==> src/rtl/gf_xform_pkg.sv <==
// Shared types and constants for the GF(2) bit-matrix transform pipeline.
// Matrices are packed so that index r holds the mask for output bit r.
package gf_xform_pkg;

  typedef enum logic [1:0] {
    SEL_ID   = 2'd0,
    SEL_A2   = 2'd1,
    SEL_PROG = 2'd2,
    SEL_AFF  = 2'd3
  } sel_e;

  typedef logic [7:0][7:0] mat8_t;

  // Fixed composite-field isomorphic map, rows o7..o0
  localparam mat8_t A2_ROWS    = {8'hC0, 8'h28, 8'h60, 8'h94, 8'hF0, 8'h22, 8'hD0, 8'h51};
  localparam mat8_t IDENT_ROWS = {8'h80, 8'h40, 8'h20, 8'h10, 8'h08, 8'h04, 8'h02, 8'h01};

  localparam logic [3:0] CFG_ADDR_CONST = 4'd8;

endpackage

==> src/rtl/gf_matmul8.sv <==
// Combinational 8x8 GF(2) matrix-vector product: out bit r is the parity of row r AND din.
module gf_matmul8
  import gf_xform_pkg::*;
(
  input  mat8_t      rows,
  input  logic [7:0] din,
  output logic [7:0] dout
);

  always_comb begin
    dout = '0;
    for (int r = 0; r < 8; r++) begin
      dout[r] = ^(rows[r] & din);
    end
  end

endmodule

==> src/rtl/gf_lin_xform_pipe.sv <==
// Multi-lane pipelined GF(2) linear/affine byte transform with valid/ready flow control
// and a runtime-programmable matrix plus affine constant.
module gf_lin_xform_pipe
  import gf_xform_pkg::*;
#(
  parameter int LANES  = 4,
  parameter int STAGES = 2
) (
  input  logic               clk,
  input  logic               rst_n,
  input  logic               flush,
  input  logic               in_valid,
  output logic               in_ready,
  input  logic [1:0]         in_sel,
  input  logic [8*LANES-1:0] in_data,
  output logic               out_valid,
  input  logic               out_ready,
  output logic [8*LANES-1:0] out_data,
  input  logic               cfg_we,
  input  logic [3:0]         cfg_addr,
  input  logic [7:0]         cfg_wdata,
  output logic               busy
);

  mat8_t      prog_rows;
  logic [7:0] const_q;

  always_ff @(posedge clk or negedge rst_n) begin
    if (!rst_n) begin
      prog_rows <= IDENT_ROWS;
      const_q   <= '0;
    end else if (cfg_we) begin
      if (!cfg_addr[3]) begin
        prog_rows[cfg_addr[2:0]] <= cfg_wdata;
      end else if (cfg_addr == CFG_ADDR_CONST) begin
        const_q <= cfg_wdata;
      end
    end
  end

  sel_e       sel;
  mat8_t      rows_sel;
  logic [7:0] xor_mask;

  assign sel = sel_e'(in_sel);

  always_comb begin
    rows_sel = IDENT_ROWS;
    xor_mask = '0;
    case (sel)
      SEL_A2:   rows_sel = A2_ROWS;
      SEL_PROG: rows_sel = prog_rows;
      SEL_AFF: begin
        rows_sel = prog_rows;
        xor_mask = const_q;
      end
      default:  rows_sel = IDENT_ROWS;
    endcase
  end

  logic [8*LANES-1:0] xf_data;

  for (genvar k = 0; k < LANES; k++) begin : g_lane
    logic [7:0] lane_out;

    gf_matmul8 u_matmul (
      .rows (rows_sel),
      .din  (in_data[8*k +: 8]),
      .dout (lane_out)
    );

    assign xf_data[8*k +: 8] = lane_out ^ xor_mask;
  end

  logic [STAGES-1:0]              v;
  logic [STAGES-1:0]              stage_rdy;
  logic [STAGES-1:0][8*LANES-1:0] pd;
  logic                           accept;

  // A stage can take a new beat if it or anything downstream has a hole, or the sink drains
  always_comb begin
    logic all_full;
    all_full  = 1'b1;
    stage_rdy = '0;
    for (int s = 0; s < STAGES; s++) begin
      all_full = 1'b1;
      for (int j = s; j < STAGES; j++) begin
        all_full = all_full & v[j];
      end
      stage_rdy[s] = out_ready | ~all_full;
    end
  end

  assign in_ready = stage_rdy[0] & ~flush;
  assign accept   = in_valid & in_ready;

  always_ff @(posedge clk or negedge rst_n) begin
    if (!rst_n) begin
      v  <= '0;
      pd <= '0;
    end else if (flush) begin
      v <= '0;
    end else begin
      if (stage_rdy[0]) begin
        v[0] <= accept;
        if (accept) begin
          pd[0] <= xf_data;
        end
      end
      for (int s = 1; s < STAGES; s++) begin
        if (stage_rdy[s]) begin
          v[s] <= v[s-1];
          if (v[s-1]) begin
            pd[s] <= pd[s-1];
          end
        end
      end
    end
  end

  assign out_valid = v[STAGES-1];
  assign out_data  = pd[STAGES-1];
  assign busy      = |v;

endmodule

==> config.mk <==
export PLATFORM = sky130hd
export DESIGN_NAME = gf_lin_xform_pipe
export DESIGN_NICKNAME = d
export VERILOG_FILES = /design/src/rtl/gf_xform_pkg.sv /design/src/rtl/gf_matmul8.sv /design/src/rtl/gf_lin_xform_pipe.sv
export SDC_FILE = /design/constraint.sdc
export NUM_CORES = 1
export LEC_CHECK = 0
export BUFFER_PORTS_ARGS = -buffer_cell sky130_fd_sc_hd__buf_2
export CAP_MARGIN = 10
export CORE_MARGIN = 3
export CORE_UTILIZATION = 31
export CTS_CLUSTER_DIAMETER = 40
export DETAILED_ROUTE_END_ITERATION = 12
export GPL_TIMING_DRIVEN = 0
export HOLD_SLACK_MARGIN = 0.12
export PLACE_DENSITY = 0.54
export SYNTH_ARGS = -nofsm -noshare
export SYNTH_HDL_FRONTEND = slang
export SYNTH_SLANG_ARGS = --single-unit
==> constraint.sdc <==
create_clock -name clk -period 3.6 [get_ports clk]
set_input_delay 0.36 -clock clk [delete_from_list [all_inputs] [get_ports clk]]
set_output_delay 0.36 -clock clk [all_outputs]
set_load 0.005 [all_outputs]
==> results.yml <==
die:
  ioPinCount: 87
  dieHeight_um: 189
  start_util_pct: 31.6
  die-area_um2: 35700
  row_count: 66
  design.core.area_um2: 32800
  die_w_um: 189
logic_synthesis:
  ys_warn_count: 0
  synth_top_area_share_pct: 31.4
  syn_area_um2: 10400
  syn_avg_cell_area_um2: 8.96
  ys_types: 67
  ys_ff_latch: 138
  synth_edf_count: 0
  syn_nets: 1209
  ys_seq_area_share_pct: 33.4
  synthArstFlopShare_pct: 100
  syn_inst: 1157
  synth_area_leader_cell: "dfrtp_1"
  synth_flop_cell: "dfrtp_1"
  synth_area_leaders: "dfrtp_1 (31%), mux2_2 (12%), nand2_1 (11%)"
routing:
  drc: 0
  vias: 8898
  wirelength_um: 37300
  post_drt_via_cell_ratio: 5.20
  drt_first_pass_iters: 5
  final_antenna_net_count: 0
  drtIter0Drc: 898
  routedWlPerCell_um: 21.8
global_route:
  grt_max_degree: 81
  grt_antenna_before_repair: 1
  grt_pass1_vias: 8443
  grt_util_all_layers_pct: 21.0
  grt_pass1_wl_um: 55800
  overflow: 0
sta:
  slew-limit-headroom_pct: 41.5
  setup_ws_ps: 1410
  worst_pin_slew_ps: 878
  finalClockSkew_ps: 9.59
  hold_viol: 0
  slew_violations: 0
  rsz0062_at_grt: "no"
  fin_setup_tns_ps: 0
  min_period_ps: 2190
  max_freq_mhz: 456
  period_share_pct: 60.9
  setup_viol: 0
final_layout:
  num-nets-final: 1307
  insertedDiodeCount: 0
  final_common_cell: "nand2_1"
  area_growth_pct: 15.3
  final_cell_mix: "nand2_1 (308), dfrtp_1 (130), xnor2_1 (110)"
  nFillCells: 3408
  drive_gt1_share_pct: 24.2
setup_path:
  required_ps: 3930
  cp_max_fo: 7
  critPathKind: "flip-flop to flip-flop"
  r2r-start: "const_q[5]"
  slowest_stage: "dfrtp_1"
  critical-path-max-stage-delay_ps: 500
  path_cells: "nand2_4, xnor3_1, xnor2_1, mux2i_1, a2111o_1, o211ai_1"
  r2r_end: "pd[29]"
  cp_top_family: "XOR/XNOR gates"
  worst-path-stages: 6
  rr_worst_depth: 6
  cp.arrival_ps: 2530
  worstSetupStartpointType: "flip-flop"
  r2r_setup_slack_ps: 1410
  cp.buffers_inverters: 0
  end_kind: "flip-flop"
hold_path:
  hold_path_end: "v[1]"
  hold_path_class: "primary input to flip-flop"
  min_from: "flush"
  hold_depth: 2
clock_network:
  cts_tree: "yes"
  cts_buffer_depth: 2
  h-tree-depth: 4
  cts_resized: 0
  clock-root-buffer: "clkbuf_16"
  cts_setup_buffers: 0
  clkTransAtPathRegs_ps: 60
  postCtsHoldBufs: 1
  clock_latency_ps: 420
  cts_buffers: 17
  cts.sinks: 138
pwr:
  power-per-cell-area_nw_per_um2: 617
  ir_drop_uv: 334
  power.leakage_nw: 5.23
place:
  post-place-ws_ps: 1090
  dpl.hpwl_um: 28300
  gp_routability_congestion: 0.953
  portBuffers: 77
flow_run:
  drv_cap: 0
outcome:
  status: "finished, final reports clean"
==> cell families after synthesis <==
logic type | after synthesis | share of synthesized area [%]
AOI/OAI and AO/OA | 179 | 11.6
xor gates and xnor gates | 181 | 18.3
buffers and inverters | 111 | 5.82
DFF | 138 | 33.4
muxes | 118 | 12.7
and+or+nand+nor | 430 | 18.1
==> flip-flops by register name, summed over array words and instances, names as in the netlist <==
register and cells:
pd 32, const_q 8, v 2, prog_rows 64, out_data 32
==> cells in the mapped netlist, types with 17 or more instances <==
cell and n:
dfrtp_1 130, nand3_1 36, a32oi_1 17, clkbuf_1 34
buf_4 34, o21ai_0 46, a21oi_1 42, nand2_1 308
nor2_1 21, xor2_1 48, mux2_2 107, xnor3_1 20
xnor2_1 110, buf_2 28
==> routing by layer <==
metal  vias to the layer above  global-route usage [%]  wire length [µm]
met3                        55                    3.52              3150
met5                         -                       0                 7
met2                       426                    31.8             16200
met1                      4267                    30.8             17100
li1                       4148                       -                 -
met4                         2                    6.27               882
==> cell type report <==
class	count	area [µm²]	share of cell area [%]
buffer	107	588	4.92
clock buffer	18	429	3.59
clock inverter	14	173	1.45
inverter	4	15.0	0.126
multi-input combinational	908	6300	52.7
sequential	138	3460	29.0
tap	442	553	4.63
timing repair buffer	79	429	3.59
==> report_power, final <==
part           internal [mW]  switching [mW]  total, mW
clock network           1.09           0.727       1.82
logic                   1.54            1.46       3.00
registers               2.05           0.493       2.55
==> how the worst max path moves through the flow <==
stage,to,startpoint
2_1_floorplan,pd[31],in_data[24]
3_3_place_gp,prog_rows[59],rst_n
3_5_place_dp,pd[10],in_sel[1]
4_1_cts,out_data[16],v[1]
5_1_grt,pd[4],v[1]
6_report,pd[29],const_q[5]
==> metrics by stage <==
step	total power, mW	hold WS, ps	area [µm²]	utilization [%]	instances
after floorplan	4.53	64.4	10400	-	1157
after global placement	5.46	462	11300	34.5	1676
after detailed placement	5.51	374	11300	34.6	1677
after CTS	7.37	130	11900	36.4	1710
after global routing	7.82	134	11900	36.4	1710
final	7.37	146	11900	36.4	1710
(Power assumes the default switching activity.)
